**src/rtl/bus_arb_pkg.sv**
```systemverilog
// Shared constants and the FSM state type for the three-master memory bus arbiter.
package bus_arb_pkg;

  localparam int NM_DEF = 3;
  localparam int M_VGA  = 0;
  localparam int M_UART = 1;
  localparam int M_CPU  = 2;

  localparam int CNT_W = 8;

  typedef enum logic {
    ST_IDLE = 1'b0,
    ST_BUSY = 1'b1
  } state_t;

endpackage

```
**src/rtl/bus_arb_pick.sv**
```systemverilog
// Combinational winner select: starved requesters first, then the lowest index.
module bus_arb_pick
  import bus_arb_pkg::*;
#(
  parameter int NM = NM_DEF
) (
  input  logic [NM-1:0] i_req,
  input  logic [NM-1:0] i_excl,
  input  logic [NM-1:0] i_starved,
  output logic [NM-1:0] o_win,
  output logic          o_vld
);

  logic [NM-1:0] w_elig;
  logic [NM-1:0] w_starv;
  logic [NM-1:0] w_pool;

  always_comb begin
    w_elig  = i_req & ~i_excl;
    w_starv = w_elig & i_starved;
    w_pool  = (|w_starv) ? w_starv : w_elig;
    // Two's-complement trick isolates the lowest set bit.
    o_win   = w_pool & (-w_pool);
    o_vld   = |w_pool;
  end

endmodule

```
**src/rtl/bus_arbiter.sv**
```systemverilog
// Registered fixed-priority bus arbiter with anti-starvation, ack handshake and timeout abort.
// Optional macro BUS_ARBITER_LOCK_EN adds i_m_lock so an owner can hold the bus across acks.
module bus_arbiter
  import bus_arb_pkg::*;
#(
  parameter int NM           = NM_DEF,
  parameter int STARVE_LIMIT = 8,
  parameter int TIMEOUT      = 16
) (
  input  logic              i_clk,
  input  logic              i_reset_n,
  input  logic [NM-1:0]     i_m_req,
  input  logic [16*NM-1:0]  i_m_addr,
  input  logic [8*NM-1:0]   i_m_dat,
  input  logic [NM-1:0]     i_m_we,
`ifdef BUS_ARBITER_LOCK_EN
  input  logic [NM-1:0]     i_m_lock,
`endif
  output logic [NM-1:0]     o_m_ack,
  output logic [NM-1:0]     o_m_err,
  output logic [NM-1:0]     o_m_gnt,
  output logic [15:0]       o_addr,
  output logic [7:0]        o_dat,
  output logic              o_we,
  output logic              o_cs,
  input  logic              i_ack
);

  localparam logic [CNT_W-1:0] LIM     = CNT_W'(STARVE_LIMIT);
  localparam logic [CNT_W-1:0] TO_LAST = CNT_W'(TIMEOUT - 1);

  state_t           r_state;
  state_t           w_state_nxt;
  logic [NM-1:0]    r_gnt;
  logic [NM-1:0]    w_gnt_nxt;
  logic [NM-1:0]    r_m_ack;
  logic [NM-1:0]    w_ack_nxt;
  logic [NM-1:0]    r_m_err;
  logic [NM-1:0]    w_err_nxt;
  logic [CNT_W-1:0] r_tcnt;
  logic [CNT_W-1:0] w_tcnt_nxt;
  logic [CNT_W-1:0] r_wcnt [NM];

  logic [NM-1:0]    w_starved;
  logic [NM-1:0]    w_win;
  logic             w_win_vld;
  logic             w_own_req;
  logic             w_grant_new;
  logic             w_keep;

  for (genvar g = 0; g < NM; g++) begin : g_starve
    assign w_starved[g] = (r_wcnt[g] == LIM);
  end

  // r_gnt is zero in IDLE, so the owner exclusion only bites at a BUSY ack boundary.
  bus_arb_pick #(
    .NM(NM)
  ) u_pick (
    .i_req     (i_m_req),
    .i_excl    (r_gnt),
    .i_starved (w_starved),
    .o_win     (w_win),
    .o_vld     (w_win_vld)
  );

  assign w_own_req = |(r_gnt & i_m_req);

`ifdef BUS_ARBITER_LOCK_EN
  // A starved waiting master overrides the owner's lock at the ack boundary.
  assign w_keep = (|(r_gnt & i_m_lock)) && !(|(w_starved & i_m_req & ~r_gnt));
`else
  assign w_keep = 1'b0;
`endif

  always_comb begin
    w_state_nxt = r_state;
    w_gnt_nxt   = r_gnt;
    w_tcnt_nxt  = r_tcnt;
    w_ack_nxt   = '0;
    w_err_nxt   = '0;
    w_grant_new = 1'b0;
    case (r_state)
      ST_IDLE: begin
        if (w_win_vld) begin
          w_gnt_nxt   = w_win;
          w_tcnt_nxt  = '0;
          w_state_nxt = ST_BUSY;
          w_grant_new = 1'b1;
        end
      end
      ST_BUSY: begin
        w_tcnt_nxt = r_tcnt + CNT_W'(1);
        // Ack outranks both a dropped request and a timeout in the same cycle.
        if (i_ack) begin
          w_ack_nxt  = r_gnt;
          w_tcnt_nxt = '0;
          if (!w_keep) begin
            if (w_win_vld) begin
              w_gnt_nxt   = w_win;
              w_grant_new = 1'b1;
            end else begin
              w_gnt_nxt   = '0;
              w_state_nxt = ST_IDLE;
            end
          end
        end else if (!w_own_req) begin
          w_gnt_nxt   = '0;
          w_state_nxt = ST_IDLE;
        end else if (r_tcnt == TO_LAST) begin
          w_err_nxt   = r_gnt;
          w_gnt_nxt   = '0;
          w_state_nxt = ST_IDLE;
        end
      end
    endcase
  end

  always_ff @(posedge i_clk or negedge i_reset_n) begin
    if (!i_reset_n) begin
      r_state <= ST_IDLE;
      r_gnt   <= '0;
      r_tcnt  <= '0;
      r_m_ack <= '0;
      r_m_err <= '0;
    end else begin
      r_state <= w_state_nxt;
      r_gnt   <= w_gnt_nxt;
      r_tcnt  <= w_tcnt_nxt;
      r_m_ack <= w_ack_nxt;
      r_m_err <= w_err_nxt;
    end
  end

  // The owner's counter holds while granted, so a locked owner keeps its count.
  always_ff @(posedge i_clk or negedge i_reset_n) begin
    if (!i_reset_n) begin
      for (int k = 0; k < NM; k++) r_wcnt[k] <= '0;
    end else begin
      for (int k = 0; k < NM; k++) begin
        if (!i_m_req[k]) begin
          r_wcnt[k] <= '0;
        end else if (w_grant_new && w_gnt_nxt[k]) begin
          r_wcnt[k] <= '0;
        end else if (!r_gnt[k] && (r_wcnt[k] != LIM)) begin
          r_wcnt[k] <= r_wcnt[k] + CNT_W'(1);
        end
      end
    end
  end

  always_comb begin
    o_addr = '0;
    o_dat  = '0;
    o_we   = 1'b0;
    for (int k = 0; k < NM; k++) begin
      if (r_gnt[k]) begin
        o_addr |= i_m_addr[16*k +: 16];
        o_dat  |= i_m_dat[8*k +: 8];
        o_we   |= i_m_we[k];
      end
    end
  end

  assign o_cs    = (r_state == ST_BUSY);
  assign o_m_gnt = r_gnt;
  assign o_m_ack = r_m_ack;
  assign o_m_err = r_m_err;

endmodule

```
**config.mk**
```make
export PLATFORM = sky130hd
export DESIGN_NAME = bus_arbiter
export DESIGN_NICKNAME = d
export VERILOG_FILES = /design/src/rtl/bus_arb_pkg.sv /design/src/rtl/bus_arb_pick.sv /design/src/rtl/bus_arbiter.sv
export SDC_FILE = /design/constraint.sdc
export NUM_CORES = 1
export LEC_CHECK = 0
export ABC_CLOCK_PERIOD_IN_PS = 2100
export CORE_MARGIN = 10
export CORE_UTILIZATION = 25
export DETAILED_ROUTE_END_ITERATION = 16
export SETUP_SLACK_MARGIN = 0.3
export SYNTH_ARGS = -nofsm -noshare
export SYNTH_HDL_FRONTEND = slang
export SYNTH_SLANG_ARGS = --single-unit
```
**constraint.sdc**
```tcl
create_clock -name i_clk -period 2.1 [get_ports i_clk]
set_clock_uncertainty 0.1 [all_clocks]
set_input_delay 0.42 -clock i_clk [delete_from_list [all_inputs] [get_ports i_clk]]
set_output_delay 0.42 -clock i_clk [all_outputs]
set_load 0.005 [all_outputs]
```
Word-level counts from Yosys, hierarchy flattened
Cells that the tools add are included.

Input port bits: 81. Word-level logic and storage cells: 89. Flip-flop bits (word level): 42. Output and inout port bits: 35.

Bitwise operators: 12. $add $sub $neg: 5. Reductions and logical operators: 12. Multiplexer cells: 41. Eq/ne operators: 11.

Operators by type and width (count): 8-bit 2-to-1 mux (14); 16-bit 2-to-1 mux (3); 3-bit 2-to-1 mux (12); 8-bit by 1-bit adder with 8-bit output, second input constant (4); 8-bit by 4-bit == test with 1-bit output, second input constant (4); 16-bit OR (2); 8-bit by 4-bit inequality test with 1-bit output, second input constant (3); 8-bit OR (2); 8-bit one-hot mux with 2 select lines (1); 3-bit AND (4); 3-bit by 1-bit inequality test with 1-bit output, second input constant (3); 3-bit OR reduction (3); 1-bit 2-to-1 mux (8); 1-bit logical AND (6); 3-bit one-hot mux with 2 select lines (1); 1-bit one-hot mux with 2 select lines (2); 1-bit zero test (3); 3-bit negator (1); 3-bit NOT (1); 2-bit by 1-bit inequality test with 1-bit output, second input constant (1); 1-bit OR (2); 1-bit NOT (1).

Depth between registers and ports, before layout
Gate-level depths: netlist (run 1).

Depth after elaboration: 13. Gate-level depth with buffers: 7.

Modules after synthesis
Synthesis (run 1) repeated with hierarchy kept, for this count alone.

Cells, all modules: 299. Area total of the unflattened synthesis: 2732.6 um^2.

By module, submodules not included: bus_arbiter (cells an instance 285, instances 1, area each 2645.0 um^2); bus_arb_pick (cells an instance 14, instances 1, area each 87.6 um^2).

Worst setup path after synthesis (run 1)
No wires, ideal clock.

Path type: flip-flop to flip-flop. From: reg r_wcnt[0] in the netlist's numbering. To: reg r_gnt[1], in the netlist o_m_gnt[1]. Stages on the path, launching flop included: 8. Path slack: 0.163 ns. Clock period less this slack: 1.937 ns. Arrival: 1.719 ns. Path buffers: 1. Cells stage by stage: dfrtp_1 -> inv_1 -> ha_1 -> nor4b_1 -> a31oi_1 -> o311a_1 -> buf_4 -> a21o_1.

Word-level cells in the longest chain between the ends: 9. Elaborated cells on any way between the ends: 11. Those cells by class: 1 x add/sub; 1 x eq/ne; 5 x mux; 2 x bitwise; 2 x reduce/logical.

RTL lines: start: declaration (line bus_arbiter.sv:42) `logic [CNT_W-1:0] r_wcnt [NM];`; start signal: indexed assignment (line bus_arbiter.sv:145) `r_wcnt[k] <= r_wcnt[k] + CNT_W'(1);`; 8-bit by 4-bit == test with 1-bit output * (line bus_arbiter.sv:52) `assign w_starved[g] = (r_wcnt[g] == LIM);`; 3-bit AND * (line bus_arb_pick.sv:20) `w_starv = w_elig & i_starved;`; 3-bit OR reduction (line bus_arb_pick.sv:21) `w_pool = (|w_starv) ? w_starv : w_elig;`; 3-bit 2-to-1 mux * (line bus_arb_pick.sv:21); 3-bit negator (line bus_arb_pick.sv:23) `o_win = w_pool & (-w_pool);`; 3-bit AND (line bus_arb_pick.sv:23); 3-bit 2-to-1 mux (line bus_arbiter.sv:98) `if (w_win_vld) begin`; 3-bit 2-to-1 mux (line bus_arbiter.sv:94) `if (i_ack) begin`; 3-bit one-hot mux with 2 select lines * (line bus_arbiter.sv:82) `case (r_state)`; net w_gnt_nxt[1] (line bus_arbiter.sv:35) `logic [NM-1:0] w_gnt_nxt;`; end signal: assignment (line bus_arbiter.sv:127) `r_gnt <= w_gnt_nxt;`; end: declaration (line bus_arbiter.sv:34) `logic [NM-1:0] r_gnt;`.

Mark *: on every way through the listed nets, which the timed path passes. The rest lies on a longest branch. A chain may end at the register's enable or synchronous reset.

Worst setup path after layout (run 1)
From: reg r_gnt[0], in the netlist o_m_gnt[0]. To: out o_addr[9].

Word-level cells in the longest chain between the ends: 5.

RTL lines: 16-bit 2-to-1 mux * (line bus_arbiter.sv:156) `if (r_gnt[k]) begin`; 16-bit OR (line bus_arbiter.sv:157) `o_addr |= i_m_addr[16*k +: 16];`; 16-bit 2-to-1 mux * (line bus_arbiter.sv:156); 16-bit OR (line bus_arbiter.sv:157); 16-bit 2-to-1 mux * (line bus_arbiter.sv:156); end: declaration (line bus_arbiter.sv:22) `output logic [15:0] o_addr,`.

Mark *: on every way between the ends. The rest lies on a longest branch, timed or not.

==> impl_metrics.toml, run 1 <==
[timing]
fin_crit_sh = 1.01
setup_viol_count_final = 5
final-hold-violation-count = 0
setup_total_negative_slack_ns = -0.0422
grt_setup_unrepaired = "yes"
min_period_ns = 2.11
timing.max_slew.rel_slack = 0.680
holdWs_ns = 0.420
post-route-worst-setup-slack_ns = -0.0121
achievable-frequency_mhz = 473
slew_viol_final = 0
tightest_pin_transition_ns = 0.481

[yosys]
net_count_after_synthesis = 379
most_used_flip_flop_cell_after_synthesis = "dfrtp_1"
synth.distinct_cells = 44
postSynth.asyncResetShare = 1.00
synth.top_cells.by_area = "dfrtp_1 (38%), a222oi_1 (9.4%), xnor2_1 (5.7%), inv_1 (5.3%), ha_1 (3.2%)"
gate_count_post_synth = 291
synthTopCellsByCount = "dfrtp_1 (42), inv_1 (39), a222oi_1 (26)"
post-synth-top-count-cell = "dfrtp_1"
synth_enable_flop_cells = 0
syn-mean-instance-area_um2 = 9.48
synth_top_area_cell = "dfrtp_1"
synth-seq-area-share = 0.381
synthesis.yosys.warnings = 0
ys_ff_latch = 42
synth.top_cell.area_share = 0.381
syn-cell-area_mm2 = 0.00276

[die]
initial_utilization = 0.254
die_width_um = 125
floorplan.die_area_mm2 = 0.0156
rows = 38
die_h_um = 125
floorplan.core_area_mm2 = 0.0108
num_io_pins = 116

[placed_design]
buffer_ports.inserted = 115
place_ws_ns = -0.205
post_detail_place_hpwl_um = 7800
gp_routability_congestion = 0.777

[clocking]
numClockSinks = 42
tritoncts.num_buffers = 5
source_to_sink_clock_delay_at_the_later_pin_of_the_worst_skew_pair_ns = 0.30
clkTransAtPathRegs_ns = 0.08
ctsRootBufferMaster = "clkbuf_8"
tritoncts_clock_tree = "built"
cts_max_level = 2
clockBufferDepth = 2

[flow_run]
timing.max_cap.violations = 0

[detailed_routing]
drt-total-wl_um = 11300
detail_route.vias_per_cell = 5.09
drt-wirelength-per-cell_um = 18.9
drt_first_iter_violations = 175
route.antenna.remaining_nets = 0
drc_violations_left = 0
drtPass1Iterations = 5
dr_total_vias = 3053

[global_routing]
grt_start_max_net_pins = 29
grt_antenna_before_repair = 1
grt.overflow.total = 0
first_pass_grt_wire_length_um = 17500
first_global_vias = 3287
track_usage = 0.134

[critical_path]
worst-setup-path-type = "reg -> out"
setup.worst_path.end_class = "output pin"
worstPathRequired_ns = 1.58
startpoint_type = "register"
crit_arrival_ns = 1.59
critical_path.max_fanout = 7

[outcome]
run_status = "complete, but fails checks"
failing_checks = "setup timing"

[final_layout]
n_fill_cell = 1013
nets = 546
drive_gt1_frac = 0.331
layout-area-overhead-vs-synth_pct = 82.3

[pwr]
p_leak_nw = 2.20
sequentialPowerShare = 0.257
p_per_area_mw_per_mm2 = 750
peakVddDrop_v = 0.000344
netSwitchingPower_mw = 1.26
share_comb_of_total_power = 0.531
p_clk_frac = 0.211
power.share.switching = 0.335
internal_power_mw = 2.51

[min_path]
hold_path.class = "reg -> reg"
critical path: stages (launching register included):
cell      delay [ns]
dfrtp_2         0.47
buf_12          0.15
buf_16          0.12
a222oi_1        0.33
inv_1           0.08
buf_2           0.14
worst paths after layout:
kind / cells past startpoint / start / slack, ns / endpoint
max: 5 / o_m_gnt[0]$_DFF_PN0_ / -0.01 / o_addr[9]
min: 1 / r_tcnt[7]$_DFFE_PN0P_ / 0.42 / r_tcnt[7]$_DFFE_PN0P_
max reg2reg: 6 / o_m_gnt[2]$_DFF_PN0_ / 0.19 / o_m_gnt[1]$_DFF_PN0_
min reg2reg: 1 / r_tcnt[7]$_DFFE_PN0P_ / 0.42 / r_tcnt[7]$_DFFE_PN0P_
max in group asynchronous: 3 / i_reset_n / 0.87 / o_cs$_DFF_PN0_
min in group asynchronous: 2 / i_reset_n / 0.53 / r_wcnt[20]$_DFFE_PN0P_
what timing repair did:
| item | in CTS | in global routing |
|---|---|---|
| cloned | 9 | 0 |
| hold endpoints to repair | 18 | 0 |
| pin swaps | 49 | 38 |
| gates resized for setup | 161 | 31 |
| hold buffers | 1 | 0 |
| setup endpoints to repair | 63 | 64 |
| buffers inserted | 16 | 8 |
power groups by stage:
stage | logic [mW] | clock network [mW] | registers (mW)
finish | 2.00 | 0.796 | 0.970
floorplan | 0.696 | 0 | 0.971
detailed placement | 1.56 | 0 | 0.978
CTS | 1.91 | 0.814 | 0.963
global placement | 1.55 | 0 | 0.973
global route | 2.17 | 0.842 | 0.979
per-stage QoR:
step	power (mW)	utilization	cell area, um2	instances
after floorplan	1.67	-	2780	291
after global placement	2.52	0.395	4280	557
after detailed placement	2.54	0.395	4280	557
after CTS	3.68	0.449	4870	591
after global routing	3.99	0.464	5020	599
final	3.77	0.464	5030	600
sequential cells by signal (all words and copies together), names as in the netlist:
signal	flops
o_cs	1
o_m_ack	3
o_m_err	3
o_m_gnt	3
r_tcnt	8
r_wcnt	24
metal layers:
layer,global-route usage,vias to the layer above,routed length (um)
li1,-,1418,-
met1,0.140,1496,4270
met2,0.247,126,5890
met3,0.0524,13,1060
met4,0.0318,0,124
met5,0,-,0
cells in the final DEF (no fill, tap or decap), types with 4 or more instances in the layout:
cell type / count
clkdlybuf4s50_1: 85
inv_1: 39
dfrtp_1: 39
buf_4: 37
a222oi_1: 26
buf_2: 26
xnor2_1: 18
nand2_1: 16
nor3b_2: 13
buf_6: 11
nor2_1: 10
a211oi_2: 8
o21ai_0: 7
a21oi_1: 7
nand4b_1: 6
clkbuf_8: 6
nand3_1: 5
and3_1: 5
ha_1: 5
buf_16: 5
buf_12: 5
and2_1: 4
o21ai_1: 4
nor3_1: 4
cell type report:
cell class              count  area [um2]  area share
repair buffers            175        1690       0.337
clock buffers               6        82.6      0.0164
multi-input cells         195        1810       0.360
diodes                      1        2.50    0.000498
inverters                  39         146      0.0291
clock inverters             2        60.1      0.0119
well taps                 140         175      0.0348
flip-flops and latches     42        1050       0.210
logic make-up (layout without fill, tap and decap cells):
group,Yosys count,in the layout,share of synthesized area
muxes,3,3,0.0109
buffers and inverters,56,222,0.0803
and+or+nand+nor,91,91,0.213
other,0,1,0
AOI/OAI and AO/OA,72,74,0.219
xor gates and xnor gates,20,20,0.0635
DFF,42,42,0.381
adders and majority gates,7,7,0.0318
Note: power is estimated with default switching activity, not from simulation.
==> run 2: changes to the inputs <==
--- a/config.mk
+++ b/config.mk
@@ -5,11 +5,14 @@
 export SDC_FILE = /design/constraint.sdc
 export NUM_CORES = 1
 export LEC_CHECK = 0
+export ABC_AREA = 1
 export ABC_CLOCK_PERIOD_IN_PS = 2100
 export CORE_MARGIN = 10
 export CORE_UTILIZATION = 25
 export DETAILED_ROUTE_END_ITERATION = 16
 export SETUP_SLACK_MARGIN = 0.3
+export SKIP_LAST_GASP = 1
+export SLEW_MARGIN = 10
 export SYNTH_ARGS = -nofsm -noshare
 export SYNTH_HDL_FRONTEND = slang
 export SYNTH_SLANG_ARGS = --single-unit
==> run 2 against run 1 <==
  * The flow now finishes without violations
  * Core utilization grew 2.3 points
  * Critical endpoint is now r_wcnt[6]$_DFFE_PN0P_
  * Clock-buffer cell count up 1
  * Via count increased by 3.6%
  * Fmax increased by 7.7%
==> impl_metrics.toml, run 2 <==
[global_routing]
first_global_vias = 3333
grt_antenna_before_repair = 0
track_usage = 0.121
grt_start_max_net_pins = 30
grt.overflow.total = 0
first_pass_grt_wire_length_um = 15900

[die]
num_io_pins = 116
rows = 38
die_width_um = 125
floorplan.die_area_mm2 = 0.0157
floorplan.core_area_mm2 = 0.0108
die_h_um = 125
initial_utilization = 0.255

[critical_path]
worstPathRequired_ns = 2.19
cp_slowest_cell = "dfrtp_2"
startpoint_type = "register"
critical_path.cell_chain = "clkbuf_16 -> buf_8 -> buf_6 -> nor2_4 -> nand2_4 -> nand4_1 -> nand2_2 -> nor2_4 -> nand2_2 -> nand2_4 -> nand2_4 -> nand2_8 -> nor2_4"
worstReg2RegStart = "o_m_gnt[1]$_DFF_PN0_"
crit_path_max_incr_delay_ns = 0.44
worst-r2r-cell-count = 13
critical_path.max_fanout = 8
worst-r2r-setup-slack_ns = 0.14
crit_start = "o_m_gnt[1]$_DFF_PN0_"
setup.worst_path.end = "r_wcnt[6]$_DFFE_PN0P_"
crit_arrival_ns = 2.05
rr_endpoint = "r_wcnt[6]$_DFFE_PN0P_"
worst-setup-path-type = "reg -> reg"
setup.worst_path.end_class = "register"

[clocking]
ctsRootBufferMaster = "clkbuf_8"
clkTransAtPathRegs_ns = 0.07
cts_max_level = 2
source_to_sink_clock_delay_at_the_later_pin_of_the_worst_skew_pair_ns = 0.30
numClockSinks = 42
tritoncts_clock_tree = "built"
clockBufferDepth = 2
tritoncts.num_buffers = 5

[final_layout]
final_core_util = 0.487
n_antenna_cell = 0
final_cell_mix = "clkdlybuf4s50_1 (85), nand2_1 (81), buf_4 (44)"
finalNonFillerCells = 692
register_with_the_highest_flop_count = "r_wcnt"
largest_reg_flops = 24
post-route-cell-area_mm2 = 0.00528
nets = 640
biggestRegsByFlops = "r_wcnt: 24 flops, r_tcnt: 8 flops"
layout-area-overhead-vs-synth_pct = 90.7
drive_gt1_frac = 0.402
most_common_cell_after_layout_fill_and_taps_aside = "clkdlybuf4s50_1"

[yosys]
synth_top_area_cell = "dfrtp_1"
most_used_flip_flop_cell_after_synthesis = "dfrtp_1"
syn-cell-area_mm2 = 0.00277
synth-seq-area-share = 0.380
net_count_after_synthesis = 467
synthesis.yosys.warnings = 0
synth.top_cell.area_share = 0.380
synth.distinct_cells = 33
synth_enable_flop_cells = 0
synthTopCellsByCount = "nand2_1 (108), dfrtp_1 (42), nand3_1 (38)"
ys_ff_latch = 42
post-synth-top-count-cell = "nand2_1"
synth.top_cells.by_area = "dfrtp_1 (38%), nand2_1 (15%), nand3_1 (6.9%), inv_1 (5.0%), nor2_1 (5.0%)"
postSynth.asyncResetShare = 1.00
gate_count_post_synth = 379
syn-mean-instance-area_um2 = 7.30

[timing]
achievable-frequency_mhz = 510
timing.max_slew.rel_slack = 0.681
setup_viol_count_final = 0
tightest_pin_transition_ns = 0.478
setup_total_negative_slack_ns = 0
fin_crit_sh = 0.934
grt_setup_unrepaired = "yes"
min_period_ns = 1.96
final-hold-violation-count = 0
slew_viol_final = 0

[detailed_routing]
dr_total_vias = 3163
route.antenna.remaining_nets = 0
drt-total-wl_um = 10600
drt_first_iter_violations = 167
detail_route.vias_per_cell = 4.57
drc_violations_left = 0
drtPass1Iterations = 4
drt-wirelength-per-cell_um = 15.3

[min_path]
hold_path.class = "reg -> reg"

[placed_design]
post_dp_cell_area_mm2 = 0.00423
post_detail_place_hpwl_um = 7460
buffer_ports.inserted = 115
place.detailed.instances = 644
gp_routability_congestion = 0.818

[flow_run]
timing.max_cap.violations = 0

[pwr]
peakVddDrop_v = 0.000268
p_leak_nw = 2.51
p_per_area_mw_per_mm2 = 648

[outcome]
run_status = "finished clean"
[run 2: worst min-delay path by stage]
stage                               start  cells after the start  slack (ns)                     end
finish              r_tcnt[0]$_DFFE_PN0P_                      1        0.45   r_tcnt[0]$_DFFE_PN0P_
global route        r_tcnt[0]$_DFFE_PN0P_                      1        0.48   r_tcnt[0]$_DFFE_PN0P_
CTS                 r_tcnt[0]$_DFFE_PN0P_                      1        0.44   r_tcnt[0]$_DFFE_PN0P_
detailed placement              i_reset_n                      1        0.31  r_wcnt[11]$_DFFE_PN0P_
global placement                i_reset_n                      1        0.29  r_wcnt[10]$_DFFE_PN0P_
floorplan                       i_reset_n                      0        0.02          o_cs$_DFF_PN0_
[run 2: per-layer routing]
metal  vias up  track usage  wire length, um
li1       1548            -                -
met1      1487        0.120             3830
met2       114        0.217             5280
met3        14       0.0714             1330
met4         0       0.0224              170
met5         -            0                0
[run 2: logic make-up (layout without fill, tap and decap cells)]
group,Yosys count,count (layout),share of synthesized area
AND/OR/NAND/NOR,242,242,0.423
buffers and inverters,53,226,0.0724
flip-flops,42,42,0.380
AO/OA/AOI/OAI,20,20,0.0457
XOR/XNOR,15,15,0.0475
adder cells (fa/ha/maj),7,7,0.0317
[run 2: critical path: cells and delay by family, from the launching register on]
kind	cells	cell delay [ns]
buffers and inverters	3	0.41
flip-flops	1	0.44
AND/OR/NAND/NOR	10	0.90
[run 2: final cells by class]
class	instances	area [um2]
Clock buffer	7	76.3
Tap cell	140	175
Inverter	44	165
Fill cell	1002	5560
Sequential cell	42	1050
Timing Repair Buffer	175	1710
Multi-Input combinational cell	284	2100
[run 2: what timing repair did]
| item | 4_1_cts | 5_1_grt |
|---|---|---|
| hold buffers | 1 | 0 |
| pin swaps | 28 | 27 |
| cloned | 2 | 0 |
| endpoints found under the hold margin | 19 | 0 |
| gates resized for setup | 164 | 103 |
| buffers inserted | 28 | 10 |
| endpoints found under the setup margin | 63 | 62 |
[run 2: power breakdown]
group	switching, mW	internal, mW
Sequential	0.0707	0.889
Clock	0.265	0.229
Combinational	0.945	1.02
Total	1.28	2.14
[run 2: per-stage QoR]
| stage | total power [mW] | setup WS [ns] | hold slack, ns |
|---|---|---|---|
| floorplan | 1.59 | 0.304 | 0.0244 |
| global placement | 2.35 | -0.0865 | 0.294 |
| detailed placement | 2.37 | -0.0958 | 0.306 |
| CTS | 3.12 | 0.141 | 0.442 |
| global route | 3.65 | 0.0380 | 0.479 |
| finish | 3.42 | 0.138 | 0.446 |
